[src/rtl/mm_pkg.sv]
// Shared definitions for the matrix-multiply operand/result store.
package mm_pkg;

  localparam int N_DEF    = 20;
  localparam int MAXD_DEF = 4;

  typedef enum logic [1:0] {
    ST_LOAD = 2'd0,
    ST_RUN  = 2'd1,
    ST_DONE = 2'd2
  } state_e;

  localparam logic [1:0] LD_SEL_SIZE = 2'd0;
  localparam logic [1:0] LD_SEL_A    = 2'd1;
  localparam logic [1:0] LD_SEL_B    = 2'd2;
  localparam logic [1:0] LD_SEL_RSVD = 2'd3;

endpackage

[src/rtl/mm_regfile.sv]
// Flat register file: asynchronous read, synchronous write, synchronous clear of every entry.
module mm_regfile #(
  parameter int W     = 20,
  parameter int DEPTH = 16,
  parameter int AW    = $clog2(DEPTH)
) (
  input  logic          clk,
  input  logic          clr_i,
  input  logic          we_i,
  input  logic [AW-1:0] waddr_i,
  input  logic [W-1:0]  wdata_i,
  input  logic [AW-1:0] raddr_i,
  output logic [W-1:0]  rdata_o
);

  logic [W-1:0] mem_q [DEPTH];

  // Clear wipes every entry in one cycle; otherwise a single write port.
  // NOTE: the array is cleared explicitly because a restarted run must never see stale results,
  // so this stays a flop array rather than an inferred RAM without a clear.
  // NOTE: non-blocking assignments here so every reader of mem_q sees the pre-edge value.
  always_ff @(posedge clk) begin
    if (clr_i) begin
      for (int k = 0; k < DEPTH; k++) begin
        mem_q[k] <= '0;
      end
    end else if (we_i) begin
      mem_q[waddr_i] <= wdata_i;
    end
  end

  assign rdata_o = mem_q[raddr_i];

endmodule

[src/rtl/mm_matrix_store.sv]
// Memory-side responder for the matrix-multiply engine: holds sizes and operands A/B,
// captures result C, and sequences LOAD -> RUN -> DONE while gating the engine reset.
module mm_matrix_store
  import mm_pkg::*;
#(
  parameter int  N     = N_DEF,
  parameter int  MAXD  = MAXD_DEF,
  localparam int RW    = $clog2(MAXD),
  localparam int DEPTH = MAXD * MAXD,
  localparam int AW    = $clog2(DEPTH)
) (
  input  logic                clk,
  input  logic                reset,
  output logic                eng_reset,
  input  logic [N-1:0]        i,
  input  logic [N-1:0]        j,
  input  logic                read,
  input  logic                write,
  input  logic                index,
  input  logic                finish,
  output logic signed [N-1:0] read_data,
  input  logic [2*N-1:0]      write_data,
  input  logic                ld_valid,
  output logic                ld_ready,
  input  logic [1:0]          ld_sel,
  input  logic [RW-1:0]       ld_row,
  input  logic [RW-1:0]       ld_col,
  input  logic [N-1:0]        ld_data,
  input  logic                start,
  input  logic [RW-1:0]       dump_row,
  input  logic [RW-1:0]       dump_col,
  output logic [2*N-1:0]      dump_data,
  output logic                busy,
  output logic                done,
  output logic [7:0]          wr_count,
  output logic                err
);

  function automatic logic [AW-1:0] rc_addr(logic [RW-1:0] r, logic [RW-1:0] c);
    return AW'(r) * AW'(MAXD) + AW'(c);
  endfunction

  function automatic logic size_ok(logic [N-1:0] s);
    return (s != '0) && (s <= N'(MAXD));
  endfunction

  state_e          state_q, state_d;
  logic [N-1:0]    ma_q, mb_q, mc_q;
  logic            err_q;
  logic [7:0]      wr_count_q;
  logic [2*N-1:0]  dump_data_q;

  logic            ld_fire, a_we, b_we, ld_err;
  logic            start_run, start_bad, rerun, clr_c;
  logic            idx_ok, c_we, bus_err;
  logic [AW-1:0]   eng_addr;
  logic [N-1:0]    a_rdata, b_rdata;
  logic [2*N-1:0]  c_rdata;

  assign ld_ready  = (state_q == ST_LOAD);
  assign busy      = (state_q == ST_RUN);
  assign done      = (state_q == ST_DONE);
  assign eng_reset = !busy;
  assign err       = err_q;
  assign wr_count  = wr_count_q;
  assign dump_data = dump_data_q;

  assign ld_fire   = ld_valid && ld_ready;
  assign start_run = ld_ready && start && size_ok(ma_q) && size_ok(mb_q) && size_ok(mc_q);
  assign start_bad = ld_ready && start && !start_run;
  assign rerun     = done && start;
  assign clr_c     = reset || start_run || rerun;

  assign idx_ok   = (i < N'(MAXD)) && (j < N'(MAXD));
  assign eng_addr = rc_addr(i[RW-1:0], j[RW-1:0]);

  // Host load decode: route the write to sizes, A or B, flag malformed requests.
  // NOTE: every output gets a default first so no path leaves a latch behind.
  always_comb begin
    a_we   = 1'b0;
    b_we   = 1'b0;
    ld_err = 1'b0;
    if (ld_fire) begin
      case (ld_sel)
        LD_SEL_SIZE: ld_err = (int'(ld_row) > 2);
        LD_SEL_A:    a_we   = 1'b1;
        LD_SEL_B:    b_we   = 1'b1;
        default:     ld_err = 1'b1;
      endcase
    end
  end

  // Engine bus decode: size query, operand read, or result write; bus is dead outside RUN.
  always_comb begin
    read_data = '0;
    c_we      = 1'b0;
    bus_err   = 1'b0;
    if (busy) begin
      if (read && write) begin
        if (i == N'(0))      read_data = ma_q;
        else if (i == N'(1)) read_data = mb_q;
        else if (i == N'(2)) read_data = mc_q;
        else                 bus_err   = 1'b1;
      end else if (read || write) begin
        if (!idx_ok)   bus_err   = 1'b1;
        else if (read) read_data = index ? b_rdata : a_rdata;
        else           c_we      = 1'b1;
      end
    end
  end

  // Next-state logic for the LOAD -> RUN -> DONE sequencer.
  always_comb begin
    state_d = state_q;
    case (state_q)
      ST_LOAD: if (start_run) state_d = ST_RUN;
      ST_RUN:  if (finish)    state_d = ST_DONE;
      ST_DONE: if (start)     state_d = ST_RUN;
      default:                state_d = ST_LOAD;
    endcase
  end

  // State register.
  always_ff @(posedge clk) begin
    if (reset) state_q <= ST_LOAD;
    else       state_q <= state_d;
  end

  // Matrix size registers, written only by the host in LOAD.
  always_ff @(posedge clk) begin
    if (reset) begin
      ma_q <= '0;
      mb_q <= '0;
      mc_q <= '0;
    end else if (ld_fire && ld_sel == LD_SEL_SIZE) begin
      case (int'(ld_row))
        0:       ma_q <= ld_data;
        1:       mb_q <= ld_data;
        2:       mc_q <= ld_data;
        default: ;
      endcase
    end
  end

  // Sticky error flag; only a rerun from DONE or reset clears it.
  always_ff @(posedge clk) begin
    if (reset || rerun)                         err_q <= 1'b0;
    else if (ld_err || start_bad || bus_err)    err_q <= 1'b1;
  end

  // Count accepted engine writes, saturating; restarted on every entry to RUN.
  always_ff @(posedge clk) begin
    if (reset || start_run || rerun)      wr_count_q <= '0;
    else if (c_we && wr_count_q != 8'hFF) wr_count_q <= wr_count_q + 8'd1;
  end

  // Registered dump read port for the host.
  always_ff @(posedge clk) begin
    if (reset) dump_data_q <= '0;
    else       dump_data_q <= c_rdata;
  end

  mm_regfile #(.W(N), .DEPTH(DEPTH), .AW(AW)) u_a (
    .clk(clk), .clr_i(reset), .we_i(a_we), .waddr_i(rc_addr(ld_row, ld_col)),
    .wdata_i(ld_data), .raddr_i(eng_addr), .rdata_o(a_rdata)
  );

  mm_regfile #(.W(N), .DEPTH(DEPTH), .AW(AW)) u_b (
    .clk(clk), .clr_i(reset), .we_i(b_we), .waddr_i(rc_addr(ld_row, ld_col)),
    .wdata_i(ld_data), .raddr_i(eng_addr), .rdata_o(b_rdata)
  );

  mm_regfile #(.W(2*N), .DEPTH(DEPTH), .AW(AW)) u_c (
    .clk(clk), .clr_i(clr_c), .we_i(c_we), .waddr_i(eng_addr),
    .wdata_i(write_data), .raddr_i(rc_addr(dump_row, dump_col)), .rdata_o(c_rdata)
  );

endmodule

[config.mk]
export PLATFORM = sky130hd
export DESIGN_NAME = mm_matrix_store
export DESIGN_NICKNAME = d
export VERILOG_FILES = /design/src/rtl/mm_pkg.sv /design/src/rtl/mm_regfile.sv /design/src/rtl/mm_matrix_store.sv
export SDC_FILE = /design/constraint.sdc
export NUM_CORES = 2
export LEC_CHECK = 0
export BUFFER_PORTS_ARGS = -buffer_cell sky130_fd_sc_hd__clkbuf_2
export CAP_MARGIN = 25
export CORE_MARGIN = 2
export CORE_UTILIZATION = 56
export CTS_BUF_LIST = sky130_fd_sc_hd__clkbuf_4 sky130_fd_sc_hd__clkbuf_8 sky130_fd_sc_hd__clkbuf_16
export CTS_CLUSTER_DIAMETER = 30
export DETAILED_ROUTE_END_ITERATION = 8
export PLACE_DENSITY = 0.77
export REMOVE_ABC_BUFFERS = 1
export SYNTH_ARGS = -nofsm -noshare
export SYNTH_HDL_FRONTEND = slang
export SYNTH_HIERARCHICAL = 1
export SYNTH_SLANG_ARGS = --single-unit
[constraint.sdc]
create_clock -name clk -period 9.6 [get_ports clk]
set_input_delay 1.44 -clock clk [delete_from_list [all_inputs] [get_ports clk]]
set_output_delay 1.44 -clock clk [all_outputs]
set_load 0.02 [all_outputs]
[After elaboration in Yosys (flattened, before gate mapping)]
Memories as Yosys holds them, arrays and structs flattened. A register that Yosys moved wholly into a read port is not among the register bits.
Index checks and enable logic that the tools add are counted.
Storage, ports and cells
  bits of input ports: 118
  RAM bits: 1280
  flip-flop bits (word level): 71
  word-level logic and storage cells: 121
  memories: 3
  output and inout bits: 73
Memory list
  u_c.mem_q: depth 16, width 40, rd ports 1, clocked after memory_dff 1, wr ports 16, RTL line mm_regfile.sv:16  | logic [W-1:0] mem_q [DEPTH];
  u_a.mem_q: depth 16, width 20, rd ports 1, clocked after memory_dff 0, wr ports 16, RTL line mm_regfile.sv:16
  u_b.mem_q: depth 16, width 20, rd ports 1, clocked after memory_dff 0, wr ports 16, RTL line mm_regfile.sv:16
Cells by class
  reductions and logical operators: 37
  equality and inequality tests: 12
  $add $sub $neg: 4
  magnitude comparators: 6
  multiplexer cells: 53
Operators by type and width (number)
  2-to-1 mux 20 bit: 11
  <= comparator 20 x 3 -> 1 bit (second input constant): 3
  nonzero test 20 bit: 3
  less-than comparator 20 x 3 -> 1 bit (second input constant): 2
  2-to-1 mux 40 bit: 1
  OR reduction 20 bit: 2
  OR reduction 40 bit: 1
  2-to-1 mux 1 bit: 33
  equality test 20 x 1 -> 1 bit (second input constant): 1
  equality test 20 x 2 -> 1 bit (second input constant): 1
  logical NOT 20 bit: 1
  logical AND 1 bit: 14
  adder 4 x 2 -> 4 bit: 3
  2-to-1 mux 4 bit: 3
  adder 8 x 1 -> 8 bit (second input constant): 1
  inequality test 8 bit (second input constant): 1
  equality test 2 x 1 -> 1 bit (second input constant): 3
  equality test 2 bit (second input constant): 3
  logical NOT 2 bit: 3
  logical OR 1 bit: 6
  2-to-1 mux 2 bit: 3
  case mux 2 bit (3 select lines): 1
  AND reduction 2 bit: 3
  inequality test 2 bit (second input constant): 2
  6 further kinds: 7

[Longest topological paths before layout]
  depth after elaboration: 11
  mapped depth: 10
  mapped depth without buffers: 8

[By module]
Netlist, hierarchy kept.
Modules (own cells, without submodules)
  mm_regfile (u_a ...): sequential area each 9609.2 um^2, cells an instance 903, times used 2, area each 14468.9 um^2
  mm_regfile (u_c): sequential area each 19218.4 um^2, cells an instance 1762, times used 1, area each 28556.1 um^2
  mm_matrix_store: sequential area each 2222.1 um^2, cells an instance 587, times used 1, area each 5252.5 um^2

[Least setup slack after synthesis]
Ideal clock, no wire load.
  path type: input -> output
  start: input port j[1]
  end: output port read_data[18]
  arrival time: 3073 ps
  cell stages on the path: 8
  data required time: 8160 ps
  path buffers: 2
  setup slack: 5087 ps
  cells stage by stage: buf_2 > clkbuf_1 > mux4_2 > a22oi_1 > nand2_1 > mux2i_1 > or3_1 > a21oi_1
On the way
  cells in the longest elaborated chain, start to end: 8
  elaborated cells on any way between the ends: 11
  those cells by class: add/sub (1); order compare (1); mux (6); reduce/logical (1); memory (2)
RTL lines
  start: declaration: RTL line mm_matrix_store.sv:16  | input logic [N-1:0] j,
  adder 4 x 2 -> 4 bit: RTL line mm_matrix_store.sv:40  | return AW'(r) * AW'(MAXD) + AW'(c);
  memory read (16 x 20 bit)
  named net b_rdata[18]: RTL line mm_matrix_store.sv:57  | logic [N-1:0] a_rdata, b_rdata;
  2-to-1 mux 20 bit (2 in a row): RTL line mm_matrix_store.sv:106  | else if (read) read_data = index ? b_rdata : a_rdata;
  2-to-1 mux 20 bit: RTL line mm_matrix_store.sv:105  | if (!idx_ok) bus_err = 1'b1;
  2-to-1 mux 20 bit: RTL line mm_matrix_store.sv:104  | end else if (read || write) begin
  2-to-1 mux 20 bit: RTL line mm_matrix_store.sv:99  | if (read && write) begin
  2-to-1 mux 20 bit: RTL line mm_matrix_store.sv:98  | if (busy) begin
  end: declaration: RTL line mm_matrix_store.sv:21  | output logic signed [N-1:0] read_data,
The timed path passes the listed nets, and every way through them passes these cells.

[Worst setup path in the final report]
  start: input port j[0]
  end: output port read_data[14]
The elaborated chain is that of the path after synthesis.

==> flow_summary.toml <==
[sta]
worst_pin_slew_ns = 1.01
setup_tns_ns = 0
drv_slew = 0
fmax_mhz = 164
setup_slack_ns = 3.52
rsz0062_at_grt = "no"
setup_viol = 0
hold_viol = 0
layout_min_cycle_time_ns = 6.08
relSlewSlack_pct = 32.8
period_share_pct = 63.3
skew_ns = 0.0389
hold_slack_ns = 0.473

[die]
fp.dieH_um = 339
dieWidth_um = 339
num_rows = 122
core_um2 = 111000
io_pins = 191
die-area_um2 = 115000
start_util_pct = 56.5

[yosys]
synth_seq_cells = 1391
synth.area.top_cells = "edfxtp_1 61%, and2_1 13%, mux4_2 10%"
syn_avg_cell_area_um2 = 15.1
synthDistinctLibCells = 55
synth_cells = 4155
synthesis.area_um2 = 62700
async_flop_share_pct = 0
yosys.area.top_type = "edfxtp_1"
netlist.area_leader.share_pct = 61.3
synth_warnings = 6
synth_flop_cell = "edfxtp_1"
synth_edf_count = 1280
ys_seq_area_share_pct = 64.8

[grt]
gr-usage-met3_pct = 6.61
grt_pass1_vias = 37800
top_usage_layer = "met2"
grt_pass1_wl_um = 243000
grt_overflow_total = 0
track_usage_pct = 28.7
use_met2_pct = 46.0
gr-usage-met1_pct = 37.4
antenna_found_initial = 4
grt_max_degree = 92

[worst_setup_path]
critPathKind = "in -> out"
r2r-start = "ma_q[0]$_SDFFE_PP0P_"
r2r_setup_slack_ns = 4.79
path_max_fanout = 79
reg2reg_depth = 8
cp-start-kind = "input pin"
required_ns = 8.16
cp-end-kind = "output port"
arrival_ns = 4.64
timing.rr.end = "u_c/mem_q[9][28]$_SDFFCE_PN0P_"

[power_and_ir_drop]
p_int_mw = 13.8
switchingPower_mw = 3.71
p_seq_share_pct = 39.3
switching_share_pct = 21.2
peakVddDrop_uv = 214
fin_total_pwr_mw = 17.5
p_per_area_nw_per_um2 = 234
clkPwrFrac_pct = 55.7
static-leakage-power_nw = 28.4
combPwrFrac_pct = 5.0

[cts]
ctsRootBufferMaster = "clkbuf_16"
cts_tree = "done"
cts.sinks = 1391
clk_path_buf_depth = 4
cts_htree_levels = 5
cts_made_buffers = 284
cts_hold_repair.buffers = 0
insertion_delay_ns = 0.87
cts_resized = 0
cts.clk_slew.worst_paths_ns = 0.04
post_cts_buffers = 0

[placed_design]
place_ws_ns = 2.46
gp_congestion = 0.893
io_buffer_count = 190
placed_cells = 5535
hpwl_um = 96100

[route]
num_vias = 37300
wl_um = 166000
via_per_inst = 6.17
firstDrtPassIters = 8
drc = 0
wl_per_cell_um = 27.5
drt_iter0_drc = 4379
ant_nets = 0

[run]
cap_violations = 0

[status]
status = "complete, no violations"

[cells_and_area]
nNetsFinal = 4473
final_cells = 6048
areaGrowthSynthToFinish_pct = 19.0
drive_gt1_share_pct = 24.5

[min_path]
hp-class = "reg -> reg"
hold_end = "mb_q[10]$_SDFFE_PP0P_"
hp-start = "mb_q[10]$_SDFFE_PP0P_"
hold_depth = 2
## layout by cell type (no fill, tap or decap), drive strengths merged, types with 2 or more instances in the layout
master    instances
nand2           146
and2           1284
a211oi            6
dfxtp           111
diode             4
mux2i            81
or2              48
clkinv           74
nor3             16
or3              25
or4b              3
nor2b            49
o31ai            21
a22oi           161
a21oi            43
nand4             7
and4              3
nand4bb           8
bufinv           35
edfxtp         1280
mux4            320
nand2b            7
a2bb2oi          20
buf              87
inv              13
nand3             7
o21ai            10
nand4b            3
clkinvlp         32
and3              3
clkbuf          527
or4               5
ha                4
nor2             85
nor4             21
or3b              2
## Yosys cell counts, types with 4 or more instances
master / count
a211oi_1: 6
o21ai_0: 10
buf_4: 9
and2_1: 1284
edfxtp_1: 1280
ha_1: 4
or3_1: 25
nand4bb_1: 8
nor2_1: 81
o31ai_1: 21
buf_2: 24
buf_6: 20
a2bb2oi_1: 20
or2_2: 48
mux4_2: 288
mux4_1: 32
inv_1: 5
clkbuf_2: 35
clkbuf_1: 273
nand3_1: 7
nand2_1: 146
nor2b_1: 49
a21oi_1: 42
nand4_1: 6
nor4_1: 18
mux2i_1: 81
nor3_1: 12
a22oi_1: 161
dfxtp_1: 111
nand2b_1: 7
nor3_2: 4
## cell type report
cell class	instances	area, µm²
inverter	5	18.8
antenna	4	10.0
timing repair buffer	272	1930
sequential	1391	40700
tap	1488	1860
multi-input combinational	2397	20600
fill	7098	36300
clock inverter	149	1760
clock buffer	342	7790
## how the worst max path moves through the flow
stage,from,end,slack (ns),cells past startpoint
2_1_floorplan,i[5],u_c/mem_q[4][0]$_SDFFCE_PN0P_,3.82,7
3_3_place_gp,i[7],u_c/mem_q[6][14]$_SDFFCE_PN0P_,2.65,8
3_5_place_dp,i[7],u_c/mem_q[6][14]$_SDFFCE_PN0P_,2.46,8
4_1_cts,i[7],u_c/mem_q[6][15]$_SDFFCE_PN0P_,3.35,8
5_1_grt,j[0],read_data[14],3.32,9
6_report,j[0],read_data[14],3.52,9
## sequential cells by signal, indices dropped and copies added, names as in the netlist
name	count
u_a/mem_q	320
ma_q	20
u_c/mem_q	640
dump_data	40
state_q	2
err	1
mb_q	20
mc_q	20
wr_count	8
u_b/mem_q	320
## critical path: stages
cell and delay [ns]:
buf_8 0.56, buf_12 0.59, mux4_1 0.75, a22oi_1 0.38, nand2_1 0.10, mux2i_1 0.26
or3_1 0.16, a21oi_1 0.08, clkbuf_2 0.19
## per-layer routing
metal,vias up,part of all wire [%]
li1,15800,-
met1,18900,37
met2,2193,48
met3,397,10
met4,2,4.4
met5,-,0.0078
## power groups by stage
stage	sequential, mW	combinational [mW]	clock, mW
global route	6.89	0.909	10.1
floorplan	6.97	0.387	0
CTS	6.88	0.846	9.82
global placement	6.97	0.828	0
detailed placement	6.99	0.839	0
finish	6.88	0.871	9.74
## per-stage QoR
stage / cell area (µm²) / util [%]
6_report: 74600 / 67.3
3_3_place_gp: 64600 / 58.2
4_1_cts: 74200 / 66.9
3_5_place_dp: 64700 / 58.3
2_1_floorplan: 61100 / -
5_1_grt: 74600 / 67.3
## cells by family (layout without fill, tap and decap cells)
kind of cell	Yosys count	after routing	share of synthesized area (%)
buf+inv	367	768	2.61
fa+ha+maj	4	4	0.0798
flops	1391	1391	64.8
mux	401	401	13.0
other cells	0	4	0
simple gates	1724	1724	16.5
compound gates	266	266	3.03
xor+xnor	2	2	0.0279
Note: power is estimated with default switching activity, not from simulation.
